**config.mk**
```make
export PLATFORM = sky130hd
export DESIGN_NAME = snoop_bus_arbiter
export DESIGN_NICKNAME = d
export VERILOG_FILES = /design/src/rtl/snoop_bus_arbiter.sv
export SDC_FILE = /design/constraint.sdc
export NUM_CORES = 1
export LEC_CHECK = 0
export CAP_MARGIN = 5
export CORE_UTILIZATION = 40
export CTS_BUF_LIST = sky130_fd_sc_hd__clkbuf_16
export DETAILED_ROUTE_END_ITERATION = 6
export PLACE_DENSITY = 0.75
export SLEW_MARGIN = 20
export SYNTH_ARGS = -nofsm -noshare
export SYNTH_HDL_FRONTEND = slang
export SYNTH_SLANG_ARGS = --single-unit
```
**constraint.sdc**
```tcl
create_clock -name clk -period 1.9 [get_ports clk]
set_clock_uncertainty 0.1 [all_clocks]
set_input_delay 0.38 -clock clk [delete_from_list [all_inputs] [get_ports clk]]
set_output_delay 0.38 -clock clk [all_outputs]
set_load 0.02 [all_outputs]
```
**src/rtl/snoop_bus_arbiter.sv**
```systemverilog
// Two-core snooping bus arbiter: round-robin grant, snoop broadcast, optional
// dirty write-back and memory fill, then a one-cycle completion pulse.
module snoop_bus_arbiter #(
    parameter int unsigned SNOOP_TIMEOUT = 8
) (
    input  logic            clk,
    input  logic            rst,
    input  logic [1:0]      bus_req,
    input  logic [1:0][1:0] bus_cmd,
    input  logic [1:0][7:0] bus_addr,
    output logic [1:0]      bus_gnt,
    output logic            snoop_valid,
    output logic [1:0]      snoop_cmd,
    output logic [7:0]      snoop_addr,
    input  logic            snoop_resp_valid,
    input  logic            snoop_hit,
    input  logic            snoop_dirty,
    output logic            mem_req,
    output logic            mem_we,
    output logic [7:0]      mem_addr,
    input  logic            mem_ack,
    output logic            bus_done,
    output logic            bus_shared
);

    localparam int unsigned ADDR_W = 8;
    localparam int unsigned CMD_W  = 2;
    localparam int unsigned CNT_W  = (SNOOP_TIMEOUT > 1) ? $clog2(SNOOP_TIMEOUT) : 1;
    localparam logic [CNT_W-1:0] CNT_LAST = CNT_W'(SNOOP_TIMEOUT - 1);

    localparam logic [CMD_W-1:0] CMD_NONE = 2'b00;
    localparam logic [CMD_W-1:0] CMD_RD   = 2'b01;
    localparam logic [CMD_W-1:0] CMD_UPGR = 2'b11;

    localparam logic [2:0] ST_IDLE  = 3'd0;
    localparam logic [2:0] ST_SNOOP = 3'd1;
    localparam logic [2:0] ST_FLUSH = 3'd2;
    localparam logic [2:0] ST_FILL  = 3'd3;
    localparam logic [2:0] ST_DONE  = 3'd4;

    logic [2:0]        state_q, state_d;
    logic              owner_q, owner_d;
    logic              last_owner_q, last_owner_d;
    logic [CMD_W-1:0]  cmd_q, cmd_d;
    logic [ADDR_W-1:0] addr_q, addr_d;
    logic              hit_q, hit_d;
    logic              dirty_q, dirty_d;
    logic [CNT_W-1:0]  cnt_q, cnt_d;

    logic [1:0]        bus_gnt_q, bus_gnt_d;
    logic              snoop_valid_q, snoop_valid_d;
    logic [CMD_W-1:0]  snoop_cmd_q, snoop_cmd_d;
    logic [ADDR_W-1:0] snoop_addr_q, snoop_addr_d;
    logic              mem_req_q, mem_req_d;
    logic              mem_we_q, mem_we_d;
    logic [ADDR_W-1:0] mem_addr_q, mem_addr_d;
    logic              bus_done_q, bus_done_d;
    logic              bus_shared_q, bus_shared_d;

    logic [1:0]        req_v;
    logic              snoop_exit;

    assign req_v[0] = bus_req[0] && (bus_cmd[0] != CMD_NONE);
    assign req_v[1] = bus_req[1] && (bus_cmd[1] != CMD_NONE);

    // Next state plus the registered view of the outputs for that next state.
    always_comb begin
        state_d      = state_q;
        owner_d      = owner_q;
        last_owner_d = last_owner_q;
        cmd_d        = cmd_q;
        addr_d       = addr_q;
        hit_d        = hit_q;
        dirty_d      = dirty_q;
        cnt_d        = cnt_q;
        snoop_exit   = 1'b0;

        case (state_q)
            ST_IDLE: begin
                if (req_v != 2'b00) begin
                    if (req_v == 2'b11) begin
                        owner_d = ~last_owner_q;
                    end else begin
                        owner_d = req_v[1];
                    end
                    cmd_d   = bus_cmd[owner_d];
                    addr_d  = bus_addr[owner_d];
                    hit_d   = 1'b0;
                    dirty_d = 1'b0;
                    cnt_d   = '0;
                    state_d = ST_SNOOP;
                end
            end
            ST_SNOOP: begin
                if (snoop_resp_valid) begin
                    hit_d      = snoop_hit;
                    dirty_d    = snoop_dirty;
                    snoop_exit = 1'b1;
                end else if (cnt_q == CNT_LAST) begin
                    hit_d      = 1'b0;
                    dirty_d    = 1'b0;
                    snoop_exit = 1'b1;
                end else begin
                    cnt_d = cnt_q + CNT_W'(1);
                end
                if (snoop_exit) begin
                    if (dirty_d) begin
                        state_d = ST_FLUSH;
                    end else if (cmd_q == CMD_UPGR) begin
                        state_d = ST_DONE;
                    end else begin
                        state_d = ST_FILL;
                    end
                end
            end
            ST_FLUSH: begin
                if (mem_ack) begin
                    state_d = (cmd_q == CMD_UPGR) ? ST_DONE : ST_FILL;
                end
            end
            ST_FILL: begin
                if (mem_ack) begin
                    state_d = ST_DONE;
                end
            end
            ST_DONE: begin
                last_owner_d = owner_q;
                state_d      = ST_IDLE;
            end
            default: begin
                state_d = ST_IDLE;
            end
        endcase

        bus_gnt_d     = (state_d == ST_IDLE) ? 2'b00 : (owner_d ? 2'b10 : 2'b01);
        snoop_valid_d = (state_d == ST_SNOOP);
        snoop_cmd_d   = snoop_valid_d ? cmd_d : CMD_NONE;
        snoop_addr_d  = snoop_valid_d ? addr_d : '0;
        mem_req_d     = (state_d == ST_FLUSH) || (state_d == ST_FILL);
        mem_we_d      = (state_d == ST_FLUSH);
        mem_addr_d    = mem_req_d ? addr_d : '0;
        bus_done_d    = (state_d == ST_DONE);
        bus_shared_d  = bus_done_d && hit_d && (cmd_d == CMD_RD);
    end

    // Synchronous reset aborts any transaction outright; core 0 wins the first tie.
    always_ff @(posedge clk) begin
        if (rst) begin
            state_q       <= ST_IDLE;
            owner_q       <= 1'b0;
            last_owner_q  <= 1'b1;
            cmd_q         <= CMD_NONE;
            addr_q        <= '0;
            hit_q         <= 1'b0;
            dirty_q       <= 1'b0;
            cnt_q         <= '0;
            bus_gnt_q     <= 2'b00;
            snoop_valid_q <= 1'b0;
            snoop_cmd_q   <= CMD_NONE;
            snoop_addr_q  <= '0;
            mem_req_q     <= 1'b0;
            mem_we_q      <= 1'b0;
            mem_addr_q    <= '0;
            bus_done_q    <= 1'b0;
            bus_shared_q  <= 1'b0;
        end else begin
            state_q       <= state_d;
            owner_q       <= owner_d;
            last_owner_q  <= last_owner_d;
            cmd_q         <= cmd_d;
            addr_q        <= addr_d;
            hit_q         <= hit_d;
            dirty_q       <= dirty_d;
            cnt_q         <= cnt_d;
            bus_gnt_q     <= bus_gnt_d;
            snoop_valid_q <= snoop_valid_d;
            snoop_cmd_q   <= snoop_cmd_d;
            snoop_addr_q  <= snoop_addr_d;
            mem_req_q     <= mem_req_d;
            mem_we_q      <= mem_we_d;
            mem_addr_q    <= mem_addr_d;
            bus_done_q    <= bus_done_d;
            bus_shared_q  <= bus_shared_d;
        end
    end

    assign bus_gnt     = bus_gnt_q;
    assign snoop_valid = snoop_valid_q;
    assign snoop_cmd   = snoop_cmd_q;
    assign snoop_addr  = snoop_addr_q;
    assign mem_req     = mem_req_q;
    assign mem_we      = mem_we_q;
    assign mem_addr    = mem_addr_q;
    assign bus_done    = bus_done_q;
    assign bus_shared  = bus_shared_q;

endmodule

```
Word level (Yosys, flattened, before mapping) --
Cells that the tools add are included.
Cells by class: add/subtract/negate cells 1, magnitude comparators 1, equality and inequality tests 15, muxes and demuxes 37, bitwise gates (word level) 3, reduce and logical (&&, ||, !) cells 16
Operator list (number):
- 8-bit 2-to-1 mux | 4
- 3-bit 2-to-1 mux | 9
- 1-bit 2-to-1 mux | 15
- 3-bit by 2-bit equality test with 1-bit output (second input constant) | 4
- 3-bit case mux with 4 select lines | 1
- 2-bit 2-to-1 mux | 5
- 3-bit equality test (second input constant) | 3
- 2-bit nonzero test | 4
- 3-bit by 1-bit equality test with 1-bit output (second input constant) | 2
- 3-bit zero test | 2
- 2-bit inequality test (second input constant) | 3
- 3-bit case mux with 2 select lines | 1
- 2-bit OR reduction | 3
- 2-bit equality test (second input constant) | 2
- 1-bit logical AND | 4
- 1-bit case mux with 2 select lines | 2
- 4-bit AND reduction | 1
- 3-bit by 1-bit adder with 3-bit output (second input constant) | 1
- 1-bit NOT | 3
- 2-bit by 1-bit equality test with 1-bit output (second input constant) | 1
- 1-bit by 2-bit less-than comparator with 1-bit output (second input constant) | 1
- 2-bit AND reduction | 1
- 1-bit logical OR | 1
Storage, ports and cells: register bits 45, output and inout port bits 25, word-level logic and storage cells 90

Longest topological paths before layout --
depth in word-level cells 12, mapped depth 8, mapped depth without buffers 7

Least setup slack after synthesis --
OpenSTA, ideal clock, no wires.
kind reg2reg, from register cnt_q[0], to register mem_addr_q[0], in the netlist mem_addr[0], arrival 1684 ps, data required time 1672 ps, setup slack -12 ps, stages on the path, launching flop included 9, buffers on the path 1, period minus slack after synthesis 1912 ps, path through dfxtp_1 ha_1 ha_1 or2_2 a21oi_1 nor3b_1 o21ai_0 clkbuf_1 nor2_1
Between the ends: longest elaborated chain between the ends 11, elaborated cells on any way between the ends 15, those cells by class eq/ne (3); mux (9); bitwise (1); reduce/logical (2)
Ends and longest elaborated chain:
- start: declaration | line 48 | logic [CNT_W-1:0] cnt_q, cnt_d;
- start signal: assignment | line 174 | cnt_q <= cnt_d;
- 3-bit equality test * | line 99 | end else if (cnt_q == CNT_LAST) begin
- 1-bit 2-to-1 mux | line 99
- 1-bit 2-to-1 mux | line 95 | if (snoop_resp_valid) begin
- 1-bit 2-to-1 mux | line 78 | case (state_q)
- 3-bit 2-to-1 mux | line 107 | if (dirty_d) begin
- 3-bit 2-to-1 mux * | line 106 | if (snoop_exit) begin
- 3-bit case mux with 4 select lines * | line 78
- 3-bit by 2-bit equality test with 1-bit output | line 139 | mem_req_d = (state_d == ST_FLUSH) || (state_d == ST_FILL);
- 1-bit logical OR * | line 139
- 1-bit NOT (no source line) *
- 2-bit OR reduction (no source line) *
- end signal: assignment | line 181 | mem_addr_q <= mem_addr_d;
- end: declaration | line 56 | logic [ADDR_W-1:0] mem_addr_q, mem_addr_d;
Mark *: on every way between the ends. The rest lies on a longest branch, timed or not. The select of a mux whose other input is x is not followed. A chain may end at the register's enable or synchronous reset.

Worst setup path after layout --
from input port bus_cmd[2] in the netlist's numbering, to register snoop_addr_q[6], in the netlist snoop_addr[6]
Between the ends: longest elaborated chain between the ends 10, elaborated cells on any way between the ends 16, those cells by class eq/ne (2); mux (9); bitwise (1); reduce/logical (4)
Ends and longest elaborated chain:
- start: declaration | line 9 | input logic [1:0][1:0] bus_cmd,
- 2-bit nonzero test * | line 64 | assign req_v[1] = bus_req[1] && (bus_cmd[1] != CMD_NONE);
- 1-bit logical AND * | line 64
- 2-bit equality test | line 81 | if (req_v == 2'b11) begin
- 1-bit 2-to-1 mux | line 81
- 1-bit 2-to-1 mux | line 80 | if (req_v != 2'b00) begin
- 1-bit 2-to-1 mux | line 78
- 8-bit 2-to-1 mux (not written as such) (2 in a row) | line 87 | addr_d = bus_addr[owner_d];
- 8-bit 2-to-1 mux | line 80
- 8-bit 2-to-1 mux | line 78
- end signal: assignment | line 178 | snoop_addr_q <= snoop_addr_d;
- end: declaration | line 53 | logic [ADDR_W-1:0] snoop_addr_q, snoop_addr_d;
Marked as above.

==> run metrics <==
total grt overflow 0; max-slew headroom at the worst pin 74.2%; multi-input logic area a little over 800 um2; worst endpoint required time 2020 ps; worst path cell trace dlygate4sd2_1 -> o21ai_2 -> a2111oi_4 -> buf_4 -> a221o_1 -> nand4b_1 -> buf_6 -> nor2_2; CP max FO 6; Clk Tree Root Cell clkbuf_16; hpwl dp 2800 um; Final setup viols 12; Max clock buf depth 2; gpl congestion 0.859; Ys Warns 0; Simple-Gate Fraction of Synth Area 17.7%; max incr delay on CP 450 ps; Final Util 70.9%; # diodes 0; Seq/Total Area, Yosys 54.2%; crit share post-route 102%; hold_buf cts 0; # clock sinks 44; hold depth 1; PwrDens between 1000 and 1500 nW/um2; Fill cells 264; worst-margin pin slew 376 ps; hold path start owner_q; reg-to-reg setup timing slack -40 ps; Area growth syn-to-layout 64.3%; die height 65.8 um; Worst-path clk slew 60 ps; cell leakage power 1.10 nW; Syn Nets 190; gr usage total 19.6%; I/O Buffers 52; fin nets 264; DRT iter0 DRCs 41; Reg area 887 um2; hold crit path type reg -> reg; DR pass1 iterations 4; initial antenna violation count 0; final-report hold violation count 0; Die Width 65.8 um; RSZ-0062 raised after global routing true; outcome finished, violations left; reported max-cap violation count 0; largest family of logic cells by synthesized area simple AND/OR/NAND/NOR gates; Vias ~1.4k; IO Count between 50 and 60; Worst Setup End Kind register; multiplexer share of the synthesized area 15.0%; Final min period 1940 ps; CTS tree yes; DRC viols 0; Initial Util 43.1%; deepest level of the CTS H-tree 2; die area 4330 um2; remaining antenna violation count 0; vias in the first global route 1443; total CTS buffers 5; final wirelength between 4000 and 5000 um; fmax 516 MHz; syn avg cell area 10.2 um2; layout cell share with drive strength beyond 1 30.6%; core area 3770 um2; Cells after Synth 160; Worst-Skew Late Latency 280 ps; Setup Slack @ Placement -518 ps; min setup slack post-route -38.8 ps; Worst Hold End last_owner_q; Synth Area in Compound Gates 7.69%; largest net degree at the start of global routing 17; wire per inst 14.7 um; Worst Reg-to-Reg Cells 8; Critical Path Slowest Stage Cell a2111oi_4; startpoint types input pin; Cell Area, Synth about 1600 um2; worst setup path category in -> reg; Max IR drop VDD 602 uV; Distinct cells, synth 32; RR Startpoint cnt_q[1]; commonest non-fill, non-tap cells in the layout 44 x clkdlybuf4s50_1, 39 x dfxtp_1, 26 x nor2_1; xor and xnor area share after synthesis 0%; most common cell after layout, fill and taps aside clkdlybuf4s50_1; Vias/cell 4.94; global-route wire length before repair 6340 um; fin. max-slew vios 0; Synth Register Bits 44; FP Rows 22; violated checks setup timing; Synth Area in Adders 1.54%; reg-to-reg critical path endpoint snoop_addr[6]; Worst Path Arrival 2060 ps
==> cells by family (layout without fill, tap and decap cells) <==
family | Yosys count | in the layout
AND/OR/NAND/NOR | 61 | 61
flip-flops | 44 | 44
multiplexers | 23 | 23
AO/OA/AOI/OAI | 16 | 16
buffers and inverters | 14 | 89
adder cells (fa/ha/maj) | 2 | 2
==> critical path: cells and delay by family <==
family,cells,cell delay [ps]
buf+inv,3,680
compound gates,3,690
simple gates,2,300
==> power breakdown <==
part / total [mW] / leakage (nW) / switching, mW / internal (mW)
clock: 0.963 / 0.0804 / 0.340 / 0.624
sequential: 1.06 / 0.361 / 0.0452 / 1.01
combinational: 0.711 / 0.654 / 0.344 / 0.366
total: 2.73 / 1.10 / 0.730 / 2.00
==> flip-flops by register name (all words and copies together), names as in the netlist <==
register      count
cmd_q             2
cnt_q             3
mem_addr          8
snoop_cmd         2
snoop_valid       1
snoop_addr        8
bus_shared        1
owner_q           1
mem_req           1
last_owner_q      1
bus_gnt           2
bus_done          1
hit_q             1
state_q           3
addr_q            8
mem_we            1
==> layer usage <==
layer,up-vias,track usage [%],routed length [um],share of wire (%)
met5,-,0,0,0
met4,0,9.24,68,1.6
met3,6,5.34,270,6.5
met2,54,35.2,2130,51
met1,655,21.0,1690,41
li1,684,-,-,-
==> how the worst max path moves through the flow <==
stage | cells past startpoint | startpoint | end
after floorplan | 7 | cnt_q[0] | bus_gnt[1]
after global placement | 7 | bus_cmd[1] | cnt_q[1]
after detailed placement | 7 | bus_cmd[1] | cnt_q[0]
after CTS | 7 | cnt_q[1] | bus_gnt[1]
after global routing | 8 | cnt_q[1] | snoop_addr[6]
final | 8 | bus_cmd[2] | snoop_addr[6]
==> synthesized netlist by cell type <==
| cell | instances | area [um2] |
|---|---|---|
| dfxtp_1 | 44 | 881 |
| a22oi_1 | 2 | 15.0 |
| and2_1 | 2 | 12.5 |
| inv_1 | 6 | 22.5 |
| nand3_1 | 2 | 10.0 |
| buf_4 | 2 | 15.0 |
| a2111oi_4 | 1 | 27.5 |
| a21boi_0 | 1 | 7.51 |
| nand2_1 | 6 | 22.5 |
| ha_1 | 2 | 25.0 |
| a221o_1 | 1 | 10.0 |
| nand2b_1 | 1 | 6.26 |
| mux2_2 | 11 | 124 |
| and3b_1 | 1 | 8.76 |
| o21ai_1 | 2 | 10.0 |
| nor3b_1 | 3 | 22.5 |
| or3b_1 | 2 | 17.5 |
| and3_1 | 4 | 25.0 |
| clkbuf_1 | 3 | 11.3 |
| nor2_1 | 36 | 135 |
| o22ai_1 | 1 | 6.26 |
| a211o_1 | 1 | 8.76 |
| nor3_1 | 1 | 5.00 |
| o21a_1 | 1 | 7.51 |
| and2b_1 | 1 | 7.51 |
| o21bai_1 | 1 | 7.51 |
| buf_2 | 3 | 15.0 |
| or2_2 | 1 | 6.26 |
| mux2i_1 | 12 | 120 |
| a21oi_1 | 2 | 10.0 |
| o21ai_0 | 3 | 15.0 |
| nand4b_1 | 1 | 8.76 |
==> per-stage QoR <==
step | hold slack, ps | TNS, ps | std cells | cell area [um2] | power (mW)
2_1_floorplan | 335 | 0 | 160 | 1630 | 1.38
3_3_place_gp | 347 | -14540 | 267 | 2280 | 1.61
3_5_place_dp | 372 | -16330 | 267 | 2280 | 1.63
4_1_cts | 389 | -0.678 | 282 | 2550 | 2.64
5_1_grt | 403 | -2110 | 283 | 2670 | 2.84
6_report | 386 | -241 | 283 | 2670 | 2.73
==> final cells by class <==
cell class                 instances  area share, %
inverter                           6          0.843
sequential                        44           33.2
clock inverter                     3           1.73
tap                               48           2.25
multi-input combinational        102           30.9
timing repair buffer              75           26.4
clock buffer                       5           4.68
==> what timing repair did <==
action                                  in CTS  in global routing
pin swaps                                   11                  7
setup buffers                                6                  1
cloned                                       1                  0
endpoints found under the hold margin        0                  0
gates resized for setup                     24                 31
endpoints found under the setup margin      38                 25
(Power assumes the default switching activity.)
